==> src/rtl/bcd_entry_cgrundey_pkg.sv <==
// Shared types and constants for the two-digit BCD entry stage.
package bcd_entry_pkg;

  typedef enum logic {
    IDLE       = 1'b0,
    WAIT_UNITS = 1'b1
  } state_e;

  localparam logic [1:0] ERR_DIGIT   = 2'b01;
  localparam logic [1:0] ERR_TENS    = 2'b10;
  localparam logic [1:0] ERR_TIMEOUT = 2'b11;

  localparam logic [3:0] BCD_MAX = 4'd9;

  function automatic logic [5:0] pack_bcd(input logic [1:0] tens, input logic [3:0] units);
    return {tens, units};
  endfunction

endpackage

==> src/rtl/bcd_entry_cgrundey_if.sv <==
// Digit-entry and packed-word handshakes plus error reporting for bcd_entry_cgrundey.
interface bcd_entry_cgrundey_if;
  logic       g_n;
  logic [3:0] digit_in;
  logic       digit_valid;
  logic       digit_ready;
  logic [5:0] bcd_out;
  logic       bcd_valid;
  logic       bcd_ready;
  logic       err;
  logic [1:0] err_code;

  modport master (
    output g_n, digit_in, digit_valid, bcd_ready,
    input  digit_ready, bcd_out, bcd_valid, err, err_code
  );

  modport slave (
    input  g_n, digit_in, digit_valid, bcd_ready,
    output digit_ready, bcd_out, bcd_valid, err, err_code
  );
endinterface

==> src/rtl/bcd_entry_cgrundey_fifo2.sv <==
// Two-deep, 6-bit FIFO with a registered head; unused slots are kept at zero so
// the head reads 6'b0 whenever the FIFO is empty.
module bcd_fifo2_cgrundey (
  input  logic       clk,
  input  logic       rst_n,
  input  logic       push,
  input  logic       pop,
  input  logic [5:0] din,
  output logic       full,
  output logic       empty,
  output logic [5:0] head
);

  logic [5:0] mem0_q, mem0_d;
  logic [5:0] mem1_q, mem1_d;
  logic [1:0] cnt_q, cnt_d;
  logic       push_s;
  logic       pop_s;

  assign full   = (cnt_q == 2'd2);
  assign empty  = (cnt_q == 2'd0);
  assign head   = mem0_q;
  assign push_s = push & ~full;
  assign pop_s  = pop & ~empty;

  // Next-state for the two slots and the occupancy count
  always_comb begin
    mem0_d = mem0_q;
    mem1_d = mem1_q;
    cnt_d  = cnt_q;
    case ({push_s, pop_s})
      2'b10: begin
        if (cnt_q == 2'd0) begin
          mem0_d = din;
        end else begin
          mem1_d = din;
        end
        cnt_d = cnt_q + 2'd1;
      end
      2'b01: begin
        mem0_d = mem1_q;
        mem1_d = 6'd0;
        cnt_d  = cnt_q - 2'd1;
      end
      2'b11: begin
        if (cnt_q == 2'd1) begin
          mem0_d = din;
        end else begin
          mem0_d = mem1_q;
          mem1_d = din;
        end
      end
      default: begin
        cnt_d = cnt_q;
      end
    endcase
  end

  // Slot and count registers
  always_ff @(posedge clk or negedge rst_n) begin
    if (!rst_n) begin
      mem0_q <= 6'd0;
      mem1_q <= 6'd0;
      cnt_q  <= 2'd0;
    end else begin
      mem0_q <= mem0_d;
      mem1_q <= mem1_d;
      cnt_q  <= cnt_d;
    end
  end

endmodule

==> src/rtl/bcd_entry_cgrundey.sv <==
// Two-digit BCD entry: accepts tens then units, range-checks them, and queues
// packed {tens[1:0], units} words for the downstream BCD-to-binary converter.
module bcd_entry_cgrundey
  import bcd_entry_pkg::*;
#(
  parameter int unsigned MAX_TENS = 3,
  parameter int unsigned TIMEOUT  = 15
) (
  input  logic                 clk,
  input  logic                 rst_n,
  bcd_entry_cgrundey_if.slave  bus
);

  localparam int unsigned      CNT_W    = $clog2(TIMEOUT + 1);
  localparam logic [CNT_W-1:0] CNT_LAST = CNT_W'(TIMEOUT);
  localparam logic [3:0]       TENS_MAX = 4'(MAX_TENS);

  state_e           state_q, state_d;
  logic [1:0]       tens_q, tens_d;
  logic [CNT_W-1:0] cnt_q, cnt_d;
  logic             err_q, err_d;
  logic [1:0]       err_code_q, err_code_d;

  logic             digit_ready_s;
  logic             accept_s;
  logic             push_s;
  logic             pop_s;
  logic             fifo_full_s;
  logic             fifo_empty_s;
  logic [5:0]       fifo_head_s;
  logic [CNT_W-1:0] cnt_inc_s;

  // Ready depends only on registered state and g_n, never on digit_valid/bcd_ready
  assign digit_ready_s = ~bus.g_n & ((state_q == IDLE) | ~fifo_full_s);
  assign accept_s      = bus.digit_valid & digit_ready_s;
  assign pop_s         = ~fifo_empty_s & bus.bcd_ready;
  assign cnt_inc_s     = cnt_q + CNT_W'(1);

  // Entry FSM: range checks, packing and stall timeout
  always_comb begin
    state_d    = state_q;
    tens_d     = tens_q;
    cnt_d      = cnt_q;
    err_d      = 1'b0;
    err_code_d = err_code_q;
    push_s     = 1'b0;
    case (state_q)
      IDLE: begin
        if (accept_s) begin
          if (bus.digit_in > BCD_MAX) begin
            err_d      = 1'b1;
            err_code_d = ERR_DIGIT;
          end else if (bus.digit_in > TENS_MAX) begin
            err_d      = 1'b1;
            err_code_d = ERR_TENS;
          end else begin
            tens_d  = bus.digit_in[1:0];
            cnt_d   = '0;
            state_d = WAIT_UNITS;
          end
        end else begin
          state_d = IDLE;
        end
      end
      WAIT_UNITS: begin
        if (bus.g_n) begin
          state_d = IDLE;
        end else if (accept_s) begin
          if (bus.digit_in > BCD_MAX) begin
            err_d      = 1'b1;
            err_code_d = ERR_DIGIT;
          end else begin
            push_s = 1'b1;
          end
          state_d = IDLE;
        end else begin
          // Stalls on a full buffer count toward the timeout as well
          cnt_d = cnt_inc_s;
          if (cnt_inc_s == CNT_LAST) begin
            err_d      = 1'b1;
            err_code_d = ERR_TIMEOUT;
            state_d    = IDLE;
          end else begin
            state_d = WAIT_UNITS;
          end
        end
      end
      default: begin
        state_d = IDLE;
      end
    endcase
  end

  // FSM, tens latch, timeout counter and error registers
  always_ff @(posedge clk or negedge rst_n) begin
    if (!rst_n) begin
      state_q    <= IDLE;
      tens_q     <= 2'd0;
      cnt_q      <= '0;
      err_q      <= 1'b0;
      err_code_q <= 2'b00;
    end else begin
      state_q    <= state_d;
      tens_q     <= tens_d;
      cnt_q      <= cnt_d;
      err_q      <= err_d;
      err_code_q <= err_code_d;
    end
  end

  bcd_fifo2_cgrundey u_fifo (
    .clk   (clk),
    .rst_n (rst_n),
    .push  (push_s),
    .pop   (pop_s),
    .din   (pack_bcd(tens_q, bus.digit_in)),
    .full  (fifo_full_s),
    .empty (fifo_empty_s),
    .head  (fifo_head_s)
  );

  assign bus.digit_ready = digit_ready_s;
  assign bus.bcd_out     = fifo_head_s;
  assign bus.bcd_valid   = ~fifo_empty_s;
  assign bus.err         = err_q;
  assign bus.err_code    = err_code_q;

endmodule

==> src/flat_wrapper.sv <==
// flat-port wrapper written by rule: the top's interface ports become plain ports
module bcd_entry_cgrundey_flat import bcd_entry_pkg::*;
#(
  parameter int unsigned MAX_TENS = 3,
  parameter int unsigned TIMEOUT  = 15
)
  (clk, rst_n, bus_g_n, bus_digit_in, bus_digit_valid, bus_bcd_ready, bus_digit_ready, bus_bcd_out, bus_bcd_valid, bus_err, bus_err_code);
  bcd_entry_cgrundey_if bus_i ();
  input  logic clk;
  input  logic rst_n;
  input wire logic [$bits(bus_i.g_n)-1:0] bus_g_n;
  input wire logic [$bits(bus_i.digit_in)-1:0] bus_digit_in;
  input wire logic [$bits(bus_i.digit_valid)-1:0] bus_digit_valid;
  input wire logic [$bits(bus_i.bcd_ready)-1:0] bus_bcd_ready;
  output wire logic [$bits(bus_i.digit_ready)-1:0] bus_digit_ready;
  output wire logic [$bits(bus_i.bcd_out)-1:0] bus_bcd_out;
  output wire logic [$bits(bus_i.bcd_valid)-1:0] bus_bcd_valid;
  output wire logic [$bits(bus_i.err)-1:0] bus_err;
  output wire logic [$bits(bus_i.err_code)-1:0] bus_err_code;
  assign bus_i.g_n = bus_g_n;
  assign bus_i.digit_in = bus_digit_in;
  assign bus_i.digit_valid = bus_digit_valid;
  assign bus_i.bcd_ready = bus_bcd_ready;
  assign bus_digit_ready = bus_i.digit_ready;
  assign bus_bcd_out = bus_i.bcd_out;
  assign bus_bcd_valid = bus_i.bcd_valid;
  assign bus_err = bus_i.err;
  assign bus_err_code = bus_i.err_code;
  bcd_entry_cgrundey #(.MAX_TENS(MAX_TENS), .TIMEOUT(TIMEOUT)) u_core (.clk(clk), .rst_n(rst_n), .bus(bus_i));
endmodule
==> config.mk <==
export PLATFORM = sky130hd
export DESIGN_NAME = bcd_entry_cgrundey_flat
export DESIGN_NICKNAME = d
export VERILOG_FILES = /design/src/rtl/bcd_entry_cgrundey_pkg.sv /design/src/rtl/bcd_entry_cgrundey_if.sv /design/src/rtl/bcd_entry_cgrundey_fifo2.sv /design/src/rtl/bcd_entry_cgrundey.sv /design/src/flat_wrapper.sv
export SDC_FILE = /design/constraint.sdc
export NUM_CORES = 1
export LEC_CHECK = 0
export ABC_AREA = 1
export BUFFER_PORTS_ARGS = -buffer_cell sky130_fd_sc_hd__buf_2
export CORE_ASPECT_RATIO = 0.8
export CORE_UTILIZATION = 54
export CTS_BUF_LIST = sky130_fd_sc_hd__clkbuf_8
export CTS_CLUSTER_SIZE = 8
export DETAILED_ROUTE_END_ITERATION = 10
export GPL_TIMING_DRIVEN = 0
export PLACE_DENSITY = 0.78
export REMOVE_ABC_BUFFERS = 1
export SYNTH_ARGS = -nofsm -noshare
export SYNTH_HDL_FRONTEND = slang
export SYNTH_HIERARCHICAL = 1
export SYNTH_SLANG_ARGS = --single-unit
==> constraint.sdc <==
create_clock -name clk -period 1.9 [get_ports clk]
set_input_delay 0.095 -clock clk [delete_from_list [all_inputs] [get_ports clk]]
set_output_delay 0.095 -clock clk [all_outputs]
set_load 0.01 [all_outputs]
# [Word-level counts from Yosys, hierarchy flattened]
# Index checks and enable logic that the tools add are counted.
[classes] add_sub_neg=3 n_lt_le_gt_ge=2 n_eq_ne=17 muxes=40 bitwise=12 reduce_logical=8
[ops] op="case mux 6 bit (3 select lines)" count=2
[ops] op="two-way mux 6 bit" count=4
[ops] op="two-way mux 4 bit" count=5
[ops] op="two-way mux 1 bit" count=17
[ops] op="two-way mux 2 bit" count=7
[ops] op="inequality test 2 bit, second input constant" count=6
[ops] op="AND reduction 5 bit" count=2
[ops] op="inequality test 3 bit, second input constant" count=3
[ops] op="case mux 2 bit (2 select lines)" count=2
[ops] op="case mux 4 bit (2 select lines)" count=1
[ops] op="equality test 2 bit, second input constant" count=3
[ops] op="inverter 1 bit" count=6
[ops] op="bitwise AND 1 bit" count=5
[ops] op="adder 4 x 1 -> 4 bit, second input constant" count=1
[ops] op="equality test 2 x 1 -> 1 bit, second input constant" count=2
[ops] op="equality test 4 bit, second input constant" count=1
[ops] op="> comparator 4 x 2 -> 1 bit, second input constant" count=1
[ops] op="> comparator 4 bit, second input constant" count=1
[ops] op="inequality test 2 x 1 -> 1 bit, second input constant" count=2
[ops] op="case mux 1 bit (2 select lines)" count=2
[ops] op="AND reduction 4 bit" count=1
[ops] op="AND reduction 3 bit" count=1
[ops] op="nonzero test 3 bit" count=1
[ops] op="adder 2 x 1 -> 2 bit, second input constant" count=1
[ops] op="5 further kinds" count=5
[word_totals] regBits=24 in_bits=9 output_inout_bits=11

# [Depth between registers and ports, before layout]
# Gate-level depths: netlist of the first run.
[depth] word_depth=12 mapped_depth=16 depth_no_buf=16

# [Hierarchy]
# Netlist of the first run, hierarchy kept.
[modules_own_cells] module="bcd_fifo2_cgrundey" n_inst=1 cells_each=114 area_per_inst_um2=912.1 seq_area_each_um2=350.3
[modules_own_cells] module="bcd_entry_cgrundey" n_inst=1 cells_each=80 area_per_inst_um2=631.9 seq_area_each_um2=250.2

# [Least setup slack after synthesis of the first run]
# No wires, ideal clock.
[synth_path] path_type="register to register" startpoint="register u_core.u_fifo.cnt_q[0]" endpoint="register u_core.u_fifo.mem1_q[4]" setup_time_ps=117 t_arrival_ps=1915 required_ps=1783 path_slack_ps=-133 stages_incl_launch_ff=15 path_buffers=1 path_cell_list="dfrtp_1 inv_1 ha_1 a21oi_2 nand2_2 inv_2 nand2_1 nor2_1 nand2_1 inv_1 ha_1 nand2_2 nand3b_4 buf_12 o21ai_2"
[synth_between] elab_chain_len=12 elab_cells_between_ends=22
[synth_rtl] item="start: declaration" line="bcd_entry_cgrundey_fifo2.sv:16" source="logic [1:0] cnt_q, cnt_d;"
[synth_rtl] item="start signal: assignment" line="bcd_entry_cgrundey_fifo2.sv:68" source="cnt_q <= cnt_d;"
[synth_rtl] item="equality test 2 bit (*)" line="bcd_entry_cgrundey_fifo2.sv:20" source="assign full = (cnt_q == 2'd2);"
[synth_rtl] item="named net u_core.fifo_full_s" line="bcd_entry_cgrundey.sv:28" source="logic fifo_full_s;"
[synth_rtl] item="inverter 1 bit (*)" line="bcd_entry_cgrundey.sv:34" source="assign digit_ready_s = ~bus.g_n & ((state_q == IDLE) | ~fifo_full_s);"
[synth_rtl] item="bitwise OR 1 bit (*)" line="bcd_entry_cgrundey.sv:34"
[synth_rtl] item="bitwise AND 1 bit (*)" line="bcd_entry_cgrundey.sv:34"
[synth_rtl] item="named net bus_digit_ready" line="flat_wrapper.sv:15" source="output wire logic [$bits(bus_i.digit_ready)-1:0] bus_digit_ready;"
[synth_rtl] item="bitwise AND 1 bit (*)" line="bcd_entry_cgrundey.sv:35" source="assign accept_s = bus.digit_valid & digit_ready_s;"
[synth_rtl] item="two-way mux 1 bit (*)" line="bcd_entry_cgrundey.sv:68" source="end else if (accept_s) begin"
[synth_rtl] item="two-way mux 1 bit (*)" line="bcd_entry_cgrundey.sv:66" source="if (bus.g_n) begin"
[synth_rtl] item="two-way mux 1 bit (*)" line="bcd_entry_cgrundey.sv:47" source="case (state_q)"
[synth_rtl] item="named net u_core.push_s" line="bcd_entry_cgrundey.sv:26" source="logic push_s;"
[synth_rtl] item="bitwise AND 1 bit (*)" line="bcd_entry_cgrundey_fifo2.sv:23" source="assign push_s = push & ~full;"
[synth_rtl] item="equality test 2 bit or equality test 2 x 1 -> 1 bit (tied branches)" line="bcd_entry_cgrundey_fifo2.sv:31" source="case ({push_s, pop_s})"
[synth_rtl] item="inequality test 2 bit (no line) or nonzero test 3 bit (tied branches)"
[synth_rtl] item="AND reduction 3 bit (no line)"
[synth_rtl] item="end signal: assignment" line="bcd_entry_cgrundey_fifo2.sv:67" source="mem1_q <= mem1_d;"
[synth_rtl] item="end: declaration" line="bcd_entry_cgrundey_fifo2.sv:15" source="logic [5:0] mem1_q, mem1_d;"
# The timed path passes the listed nets; every way through them passes the cells marked *.
# A chain may end at the register's enable or synchronous reset.

# [Worst setup path in the final report of the first run]
[layout_path] startpoint="register u_core.u_fifo.cnt_q[1]" endpoint="register u_core.u_fifo.mem0_q[3], in the netlist u_core/u_fifo/head[3]"
[layout_between] elab_chain_len=12 elab_cells_between_ends=22
[layout_rtl] item="equality test 2 bit (*)" line="bcd_entry_cgrundey_fifo2.sv:20"
[layout_rtl] item="named net u_core.fifo_full_s" line="bcd_entry_cgrundey.sv:28"
[layout_rtl] item="inverter 1 bit (*)" line="bcd_entry_cgrundey.sv:34"
[layout_rtl] item="bitwise OR 1 bit (*)" line="bcd_entry_cgrundey.sv:34"
[layout_rtl] item="bitwise AND 1 bit (*)" line="bcd_entry_cgrundey.sv:34"
[layout_rtl] item="bitwise AND 1 bit (*)" line="bcd_entry_cgrundey.sv:35"
[layout_rtl] item="two-way mux 1 bit (*)" line="bcd_entry_cgrundey.sv:68"
[layout_rtl] item="two-way mux 1 bit (*)" line="bcd_entry_cgrundey.sv:66"
[layout_rtl] item="two-way mux 1 bit (*)" line="bcd_entry_cgrundey.sv:47"
[layout_rtl] item="named net u_core.push_s" line="bcd_entry_cgrundey.sv:26"
[layout_rtl] item="bitwise AND 1 bit (*)" line="bcd_entry_cgrundey_fifo2.sv:23"
[layout_rtl] item="equality test 2 bit or equality test 2 x 1 -> 1 bit (tied branches)" line="bcd_entry_cgrundey_fifo2.sv:31"
[layout_rtl] item="inequality test 2 x 1 -> 1 bit (no line) or nonzero test 3 bit (tied branches)"
[layout_rtl] item="AND reduction 2 bit (no line)"
[layout_rtl] item="end signal: assignment" line="bcd_entry_cgrundey_fifo2.sv:66" source="mem0_q <= mem0_d;"
[layout_rtl] item="end: declaration" line="bcd_entry_cgrundey_fifo2.sv:14" source="logic [5:0] mem0_q, mem0_d;"
# Marks and branches as above.

==> flow_metrics.py, run 1 <==
metrics = {
    "pwr": {
        "p_int_mw": 1.39,
        "p_seq_share_pct": 33.5,
        "switchingPower_uw": 989,
        "power.share.switching_pct": 41.5,
        "powerDensity_nw_per_um2": 1170,
        "p_leak_nw": 1.05,
        "max-vdd-ir-drop_mv": 0.670,
        "p_comb_share_pct": 52.2,
        "total_power_mw": 2.38,
        "power.share.clock_pct": 14.3,
    },
    "setup_path": {
        "critPathBufInv": 5,
        "cp_top_family": "simple AND/OR/NAND/NOR gates",
        "crit_arrival_ps": 2120,
        "rr_startpoint": "u_core/u_fifo/cnt_q[1]",
        "worstPathCellList": "ha_4 -> a21oi_4 -> nand2_2 -> inv_2 -> nand2_4 -> nor2_4 -> buf_4 -> buf_4 -> buf_4 -> nand3_2 -> nand2_4 -> clkinv_4 -> nand2_1 -> nand2_1",
        "r2r-end": "u_core/u_fifo/head[3]",
        "regToRegSetupSlack_ps": -60,
        "timing.reg2reg.worst_path_depth": 14,
        "cp_slowest_stage_delay_ps": 430,
        "critPathLaunch": "u_core/u_fifo/cnt_q[1]",
        "worst_path_most_repeated_cell": "buf_4",
        "slowest_stage": "dfrtp_1",
        "startpoint_type": "flip-flop",
        "worst_ep_required_time_ps": 2060,
        "critPathCaptureType": "flip-flop",
        "cp_max_fo": 6,
        "crit_type": "reg -> reg",
    },
    "synthesis": {
        "ys_types": 25,
        "synth_seq_area_share_pct": 38.9,
        "synth.cell_area_um2": 1540,
        "ys_ff_latch": 24,
        "synth.avg_cell_area_um2": 7.96,
        "yosysWarnings": 6,
        "syn-instance-count": 194,
    },
    "floorplanning": {
        "rows": 16,
        "die-width_um": 61.8,
        "die_h_um": 49.8,
        "dieArea_um2": 3080,
        "initial_core_util_pct": 59.8,
        "core_area_um2": 2580,
        "pin_count": 20,
    },
    "placement": {
        "portBuffers": 19,
        "gp_congestion": 0.808,
        "place.detailed.hpwl_mm": 2.28,
    },
    "clock_network": {
        "cts_root_buf": "clkbuf_8",
        "cts_tree": "yes",
        "clk_pin_slew_ps": 90,
        "cts_made_buffers": 3,
        "htreeDepth": 1,
        "clock_insertion_delay_worst_skew_ps": 260,
        "clock-sinks": 24,
        "clk_path_buf_depth": 2,
    },
    "timing": {
        "worstMarginPinSlew_ps": 561,
        "fin_crit_sh_pct": 103,
        "fin_ws_ps": -55.8,
        "fin_crit_ps": 1960,
        "relSlewSlack_pct": 62.2,
        "holdWs_ps": 106,
        "rsz0062_at_grt": "yes",
        "maxSlewViolCount": 0,
        "hold_violations": 0,
        "setup_violations": 8,
        "finClkSkew_ps": 9.02,
        "fmax_ghz": 0.511,
    },
    "global_routing": {
        "grt_pass1_vias": 1277,
        "antenna_found_initial": 0,
        "grt_pass1_wl_mm": 5.72,
        "grt_max_degree": 25,
        "grt-ovfl-total": 0,
        "track_usage_pct": 25.7,
    },
    "route": {
        "first_pass_iters": 4,
        "avgRoutedWirePerCell_um": 12.9,
        "drt-initial-drc-count": 93,
        "antenna_left": 0,
        "num_vias": 1378,
        "via_per_inst": 5.12,
        "wirelength_mm": 3.48,
        "drc": 0,
    },
    "finish": {
        "nNetsFinal": 257,
        "regArea_um2": 601,
        "drive_gt1_share_pct": 42.1,
        "antennaDiodeCount": 0,
        "multi_input_area_um2": 993,
        "synthToLayoutAreaGrowth_pct": 31.8,
        "nFillCells": 176,
    },
    "min_path": {
        "hold_class": "in -> reg",
        "min-delay-start": "bus_digit_in[0]",
        "min_path_cells": 2,
        "hold_path_end": "u_core/tens_q[0]",
    },
    "run": {
        "drv_cap": 0,
    },
    "outcome": {
        "violations": "setup timing",
        "outcome": "complete, but fails checks",
    },
}
[power by group through the flow]
stage	registers, mW	clock network, mW	logic (mW)
after floorplan	0.812	0	0.668
after global placement	0.783	0	0.900
after detailed placement	0.797	0	0.941
after CTS	0.797	0.352	1.10
after global routing	0.817	0.369	1.38
final	0.798	0.341	1.24
[repair_timing]
action / CTS / global route
pin swaps: 11 / 15
resized for setup: 25 / 17
cloned: 1 / 0
hold buffers: 1 / 0
setup buffers: 10 / 5
endpoints found under the hold margin: 24 / 0
setup endpoints to repair: 14 / 17
[area by class of cell]
type	count	area share, %
repair buffers	35	10.7
flip-flops and latches	24	29.5
inverters	31	6.08
multi-input cells	139	48.8
clock buffers	4	2.70
well taps	36	2.21
[registers in the layout (all words and copies together) (netlist names)]
register,flops
u_core/bus.err_code,2
u_core/u_fifo/mem1_q,6
u_core/u_fifo/cnt_q,2
u_core/u_fifo/head,6
u_core/cnt_q,4
u_core/bus.err,1
u_core/tens_q,2
u_core/state_q,1
[kinds of logic after synthesis]
family	count (synthesis)	synth area share, %
buffers and inverters	32	9.16
AOI/OAI and AO/OA	17	7.86
xor gates and xnor gates	1	0.567
and+or+nand+nor	104	30.7
DFF	24	38.9
muxes	2	1.46
adders and majority gates	14	11.3
[metal layers]
layer / track usage (%) / up-vias / part of all wire (%)
met1: 36.1 / 643 / 43
met5: 0 / - / 0
met3: 4.99 / 6 / 7.2
met4: 5.56 / 0 / 1.4
met2: 40.9 / 51 / 48
li1: - / 678 / -
[cell usage in the layout, fill, tap and decap left out, types with 3 or more instances in the layout]
master	instances
nand2_1	61
dfrtp_1	24
buf_2	19
inv_1	19
buf_4	15
nand2_2	12
inv_2	10
nor2_1	10
ha_1	7
nand2_4	6
o21ai_2	6
clkbuf_8	4
nand3_1	4
nor2_4	4
ha_4	4
o21ai_0	3
ha_2	3
[stage by stage]
| step | std cells | util (%) | setup WS, ps | area, um^2 | setup TNS [ps] |
|---|---|---|---|---|---|
| floorplan | 193 | - | -126 | 1520 | -1290 |
| global placement | 248 | 64.4 | -226 | 1660 | -2720 |
| detailed placement | 248 | 64.4 | -336 | 1660 | -4020 |
| CTS | 264 | 74.0 | -40.5 | 1910 | -233 |
| global route | 269 | 78.8 | -149 | 2040 | -1420 |
| finish | 269 | 78.8 | -55.8 | 2040 | -243 |
[worst max-delay path by stage]
stage                     slack, ps                 endpoint  cells past startpoint
after floorplan                -130  u_core/u_fifo/mem1_q[4]                     12
after global placement         -230    u_core/u_fifo/head[0]                     16
after detailed placement       -340    u_core/u_fifo/head[0]                     16
after CTS                       -40    u_core/u_fifo/head[5]                     15
after global routing           -150    u_core/u_fifo/head[0]                     14
final                           -60    u_core/u_fifo/head[3]                     14
[synthesized netlist by cell type]
master     n  share of area, %
nand2_4    2               1.5
dfrtp_1   24                39
a21oi_1    1              0.32
buf_12     1               1.3
o21ai_1    1              0.32
nand3b_4   1               1.3
nor2_2     2              0.81
clkinv_4   1              0.57
ha_1      14                11
a21oi_2    2               1.1
o21ai_2    6               3.4
inv_1     23               5.6
nand2_2    7               2.8
nand2_1   71                17
xnor2_1    1              0.57
o21ai_0    3              0.97
nor2_1    12               2.9
nor2_4     2               1.5
inv_2      7               1.7
o22ai_1    3               1.2
nand3_1    5               1.6
nand3_2    1              0.65
nand4_1    1              0.41
o211ai_1   1              0.49
mux2_2     2               1.5
Note: power is estimated with default switching activity, not from simulation.
==> run 2: changes to the inputs <==
ABC_AREA = default   (was 1)
CORE_UTILIZATION = 53   (was 54)
PLACE_DENSITY = 0.77   (was 0.78)
==> run 2 against run 1 <==
  * The flow still finishes with violations (setup timing)
  * Largest power group unchanged
  * Critical path type unchanged
  * Count of clock-buffer cells in the layout is the same
  * Global-route usage shrank 1.7 points
  * Core utilization shrank 7.4 points
  * Largest cell class unchanged
  * Final area shrank 12%
  * Final cell count shrank 20%
  * Critical path depth shrank 3
==> flow_metrics.py, run 2 <==
metrics = {
    "outcome": {
        "outcome": "complete, but fails checks",
        "violations": "setup timing",
    },
    "pwr": {
        "powerDensity_nw_per_um2": 1240,
        "p_leak_nw": 0.800,
        "total_power_mw": 2.23,
        "max-vdd-ir-drop_mv": 0.512,
    },
    "global_routing": {
        "grt_max_degree": 25,
        "grt_pass1_wl_mm": 5.24,
        "grt-ovfl-total": 0,
        "grt_pass1_vias": 1133,
        "track_usage_pct": 24.0,
        "antenna_found_initial": 0,
    },
    "synthesis": {
        "synth_edf_count": 0,
        "synth.cell_area_um2": 1460,
        "syn-instance-count": 156,
        "ys_ff_latch": 24,
        "synth_seq_area_share_pct": 41.2,
        "synth_area_leader_cell": "dfrtp_1",
        "yosysMostFrequentCell": "dfrtp_1",
        "synthArstFlopShare_pct": 100,
        "synthTopCellsByCount": "dfrtp_1, nand2_1, o21ai_0",
        "synth.avg_cell_area_um2": 9.34,
        "yosys.area.top_type_share_pct": 41.2,
        "yosysWarnings": 6,
        "synth_ff_type": "dfrtp_1",
        "ys_types": 37,
        "synth_area_leaders": "dfrtp_1, ha_1, o21ai_0, nand2_1, o211ai_1",
    },
    "setup_path": {
        "critical_path.endpoint": "u_core/u_fifo/head[2]",
        "crit_arrival_ps": 2200,
        "cp_max_fo": 7,
        "crit_type": "reg -> reg",
        "r2r-end": "u_core/u_fifo/head[2]",
        "regToRegSetupSlack_ps": -160,
        "timing.reg2reg.worst_path_depth": 11,
        "critPathLaunch": "u_core/u_fifo/cnt_q[0]",
        "worst_ep_required_time_ps": 2040,
        "rr_startpoint": "u_core/u_fifo/cnt_q[0]",
        "startpoint_type": "flip-flop",
        "critPathCaptureType": "flip-flop",
    },
    "finish": {
        "nNetsFinal": 204,
        "fin_util_pct": 71.4,
        "layout_common_cells": "dfrtp_1, nand2_1, buf_2",
        "drive_gt1_share_pct": 29.4,
        "synthToLayoutAreaGrowth_pct": 23.6,
        "antennaDiodeCount": 0,
        "final_common_cell": "dfrtp_1",
        "multi_input_area_um2": 903,
        "nFillCells": 195,
        "final_cell_area_um2": 1800,
        "regArea_um2": 601,
    },
    "clock_network": {
        "htreeDepth": 1,
        "clock-sinks": 24,
        "cts_root_buf": "clkbuf_8",
        "clk_path_buf_depth": 2,
        "clock_insertion_delay_worst_skew_ps": 270,
        "cts_tree": "yes",
        "cts_made_buffers": 3,
        "clk_pin_slew_ps": 80,
    },
    "min_path": {
        "hold_class": "in -> reg",
    },
    "floorplanning": {
        "die_h_um": 48.9,
        "core_area_um2": 2520,
        "initial_core_util_pct": 57.7,
        "dieArea_um2": 2960,
        "pin_count": 20,
        "rows": 16,
        "die-width_um": 60.6,
    },
    "timing": {
        "setup_violations": 16,
        "hold_violations": 0,
        "finClkSkew_ps": 2.79,
        "fin_ws_ps": -161,
        "relSlewSlack_pct": 64.0,
        "fin_crit_ps": 2060,
        "fmax_ghz": 0.485,
        "fin_crit_sh_pct": 108,
        "setup_tns_ps": -1900,
        "worstMarginPinSlew_ps": 539,
        "maxSlewViolCount": 0,
        "rsz0062_at_grt": "yes",
        "holdWs_ps": 83.2,
    },
    "route": {
        "via_per_inst": 6.03,
        "drt-initial-drc-count": 83,
        "first_pass_iters": 5,
        "wirelength_mm": 3.69,
        "antenna_left": 0,
        "num_vias": 1302,
        "drc": 0,
        "avgRoutedWirePerCell_um": 17.1,
    },
    "placement": {
        "gp_congestion": 0.811,
        "post_dp_cell_area_um2": 1550,
        "place.detailed.hpwl_mm": 2.23,
        "portBuffers": 19,
    },
    "run": {
        "drv_cap": 0,
    },
}
## run 2: cell count changes in the layout (fill, tap and decap cells not counted), moves of 7 or more
cell,change
buf_4,-11
inv_1,-13
nor3_1,+7
inv_2,-8
nand2_1,-40
o21ai_0,+10
nand2_2,-12
## run 2: repair_timing
item,in CTS,in global routing
gates resized for setup,29,12
hold buffers,1,0
cloned,1,0
setup buffers,3,2
pin swaps,16,18
setup endpoints to repair,18,17
hold endpoints to repair,24,0
## run 2: cells by family after synthesis
group,Yosys count,synth area share [%]
simple gates,50,16.5
flops,24,41.2
buf+inv,16,5.84
mux,4,2.92
fa+ha+maj,14,12.0
compound gates,46,20.3
xor+xnor,2,1.20
## run 2: worst max-delay path, cell delays in order (launching register included)
cell and delay (ps):
dfrtp_1 390, inv_2 70, ha_4 170, a21oi_4 150, nand2_4 90, nor3_4 150, nand2b_1 140, buf_4 160
buf_6 120, ha_4 180, o211ai_1 190, a31oi_1 120
## run 2: routing by layer
layer  part of all wire (%)  up-vias  GRT usage (%)
met5                      0        -              0
met3                    6.4       11           6.37
met1                     40      636           32.0
li1                       -      601              -
met4                    2.7        0           4.17
met2                     51       54           39.4
## run 2: per-stage QoR
stage | setup slack [ps] | instances
after floorplan | -388 | 150
after global placement | -547 | 205
after detailed placement | -654 | 205
after CTS | -108 | 214
after global routing | -277 | 216
final | -161 | 216
## run 2: report_power, final
part           internal (mW)  switching (mW)
logic                  0.471           0.607
clock network          0.185           0.164
registers              0.686           0.120
total                   1.34           0.891
## run 2: worst min path at each step
| stage | startpoint | end | slack, ps | depth (start not counted) |
|---|---|---|---|---|
| detailed placement | rst_n | u_core/bus.err_code[1] | 110 | 1 |
| finish | bus_digit_in[0] | u_core/u_fifo/mem1_q[0] | 80 | 3 |
| global placement | rst_n | u_core/bus.err_code[1] | 100 | 1 |
| global route | bus_digit_in[0] | u_core/u_fifo/mem1_q[0] | 90 | 3 |
| floorplan | rst_n | u_core/bus.err | -200 | 0 |
| CTS | bus_digit_in[0] | u_core/u_fifo/mem1_q[0] | 80 | 3 |
## run 2: area by class of cell
| type | instances | share of cell area [%] |
|---|---|---|
| timing repair buffer | 25 | 8.13 |
| sequential | 24 | 33.4 |
| tap | 36 | 2.50 |
| inverter | 10 | 2.78 |
| clock buffer | 4 | 3.06 |
| multi-input combinational | 117 | 50.2 |
==> run 3: changes to the inputs <==
CELL_PAD_IN_SITES_DETAIL_PLACEMENT = 0   (was default)
CELL_PAD_IN_SITES_GLOBAL_PLACEMENT = 2   (was default)
CORE_UTILIZATION = 33   (was 53)
PLACE_DENSITY = default   (was 0.77)
PLACE_DENSITY_LB_ADDON = 0.1   (was default)
==> run 3 against run 2 <==
  * The run still ends with setup timing left
  * Critical path depth shrank 2
  * Core utilization decreased by 27 points
  * First-iteration DRC count is 99% higher
  * Final cell count is 12% higher
  * Wire length rose by 1.4%
  * Total power increased by 4.0%
  * Clock power up 30%
  * Sequential cell count unchanged
  * Clock skew rose by 8.9 ps
  * Sequential power down 1%
  * Non-clock buffer count up 4
  * Worst setup slack improved by 75 ps
  * Critical endpoint is now u_core/u_fifo/mem1_q[5]
==> flow_metrics.py, run 3 (synthesized netlist as in run 2, its figures left out) <==
metrics = {
    "outcome": {
        "outcome": "complete, but fails checks",
        "violations": "setup timing",
    },
    "timing": {
        "fin_crit_sh_pct": 105,
        "fin_crit_ps": 1990,
        "relSlewSlack_pct": 62.4,
        "finClkSkew_ps": 11.6,
        "setup_violations": 14,
        "maxSlewViolCount": 0,
        "rsz0062_at_grt": "yes",
        "worstMarginPinSlew_ps": 565,
        "hold_violations": 0,
        "fin_ws_ps": -86.4,
        "fmax_ghz": 0.503,
    },
    "clock_network": {
        "clock-sinks": 24,
        "htreeDepth": 1,
        "clk_path_buf_depth": 2,
        "cts_tree": "yes",
        "cts_made_buffers": 3,
        "clk_pin_slew_ps": 90,
        "clock_insertion_delay_worst_skew_ps": 270,
        "cts_root_buf": "clkbuf_8",
    },
    "setup_path": {
        "timing.reg2reg.worst_path_depth": 9,
        "startpoint_type": "flip-flop",
        "crit_arrival_ps": 2140,
        "worst_path_most_repeated_cell": "ha_4",
        "regToRegSetupSlack_ps": -90,
        "worst_ep_required_time_ps": 2050,
        "cp_slowest_stage_delay_ps": 430,
        "crit_type": "reg -> reg",
        "critPathBufInv": 3,
        "r2r-end": "u_core/u_fifo/mem1_q[5]",
        "worstPathCellList": "inv_2 -> buf_4 -> ha_4 -> nand2b_4 -> inv_8 -> ha_4 -> a221o_2 -> nand2_1 -> o21ai_1",
        "rr_startpoint": "u_core/u_fifo/cnt_q[0]",
        "cp_top_family": "compound AO/OA/AOI/OAI gates",
        "slowest_stage": "a221o_2",
        "critPathCaptureType": "flip-flop",
        "cp_max_fo": 16,
    },
    "finish": {
        "nFillCells": 422,
        "final_common_cell": "dfrtp_1",
        "antennaDiodeCount": 0,
        "layout_common_cells": "dfrtp_1, nand2_1, buf_2",
        "drive_gt1_share_pct": 31.0,
        "fin_util_pct": 44.5,
        "synthToLayoutAreaGrowth_pct": 28.4,
        "final_cells": 241,
        "final_cell_area_um2": 1870,
        "nNetsFinal": 208,
    },
    "min_path": {
        "hold_class": "in -> reg",
        "min_path_cells": 3,
        "hold_path_end": "u_core/u_fifo/mem1_q[0]",
        "min-delay-start": "bus_digit_in[0]",
    },
    "global_routing": {
        "grt_pass1_wl_mm": 5.77,
        "grt-ovfl-total": 0,
        "track_usage_pct": 16.6,
        "antenna_found_initial": 0,
        "grt_max_degree": 25,
        "grt_pass1_vias": 1142,
    },
    "route": {
        "first_pass_iters": 4,
        "num_vias": 1233,
        "antenna_left": 0,
        "drt-initial-drc-count": 165,
        "wirelength_mm": 3.74,
        "avgRoutedWirePerCell_um": 15.5,
        "drc": 0,
        "via_per_inst": 5.12,
    },
    "floorplanning": {
        "dieArea_um2": 4680,
        "die_h_um": 61.4,
        "pin_count": 20,
        "initial_core_util_pct": 34.6,
        "rows": 21,
        "die-width_um": 76.3,
        "core_area_um2": 4200,
    },
    "placement": {
        "gp_congestion": 0.738,
        "portBuffers": 19,
        "dp_cells": 226,
        "place.detailed.hpwl_mm": 2.47,
        "post_dp_cell_area_um2": 1580,
        "pre_cts_ws_ps": -814,
    },
    "pwr": {
        "powerDensity_nw_per_um2": 1240,
        "p_leak_nw": 0.825,
        "max-vdd-ir-drop_mv": 0.901,
    },
    "run": {
        "drv_cap": 0,
    },
}
## run 3: cell count changes in the layout (fill, tap and decap cells not counted), sizes merged
| cell | before | now |
|---|---|---|
| bufinv | 0 | 1 |
| clkbuf | 4 | 3 |
| buf | 24 | 28 |
## run 3: worst min-delay path: cells and delay by family
family / cells / cell delay [ps]
buffers and inverters: 1 / 110
AND/OR/NAND/NOR: 1 / 60
AO/OA/AOI/OAI: 1 / 60
## run 3: worst max-delay path by stage
stage / startpoint / to / slack [ps] / cells after the start
floorplan: u_core/u_fifo/cnt_q[0] / u_core/u_fifo/head[0] / -390 / 11
global placement: u_core/u_fifo/cnt_q[0] / u_core/u_fifo/head[5] / -740 / 11
detailed placement: u_core/u_fifo/cnt_q[0] / u_core/u_fifo/head[4] / -810 / 11
CTS: u_core/u_fifo/cnt_q[1] / u_core/bus.err_code[0] / -160 / 9
global route: u_core/u_fifo/cnt_q[1] / u_core/bus.err_code[0] / -180 / 9
finish: u_core/u_fifo/cnt_q[0] / u_core/u_fifo/mem1_q[5] / -90 / 9
## run 3: layout make-up
| class | count | area [um^2] | share of cell area, % |
|---|---|---|---|
| clock inverters | 1 | 30.0 | 1.61 |
| multi-input cells | 117 | 901 | 48.2 |
| repair buffers | 29 | 176 | 9.44 |
| inverters | 10 | 47.5 | 2.54 |
| clock buffers | 3 | 41.3 | 2.21 |
| well taps | 57 | 71.3 | 3.82 |
| flip-flops and latches | 24 | 602 | 32.2 |
## run 3: metal layers
layer,up-vias,track usage (%),part of all wire [%]
met1,592,23.6,51
met3,2,4.15,3.9
li1,609,-,-
met2,30,26.0,45
met4,0,3.30,0.40
met5,-,0,0
## run 3: report_power, final
part / switching [mW] / internal [mW]
registers: 0.109 / 0.685
clock network: 0.172 / 0.282
logic: 0.586 / 0.488
total: 0.867 / 1.46
## run 3: through the flow
step                hold slack (ps)  setup TNS, ps  power, mW
floorplan                      -201          -5020       1.32
global placement                118          -8680       1.57
detailed placement              123          -9660       1.59
CTS                            75.8          -1750       2.23
global route                   72.7          -2190       2.48
finish                         85.3           -722       2.32
## run 3: repair_timing
item,CTS,global route
buffers inserted,6,3
gates cloned,1,0
gates resized for setup,33,8
endpoints found under the hold margin,24,0
hold buffers,1,0
setup endpoints to repair,17,18
pin swaps,17,10
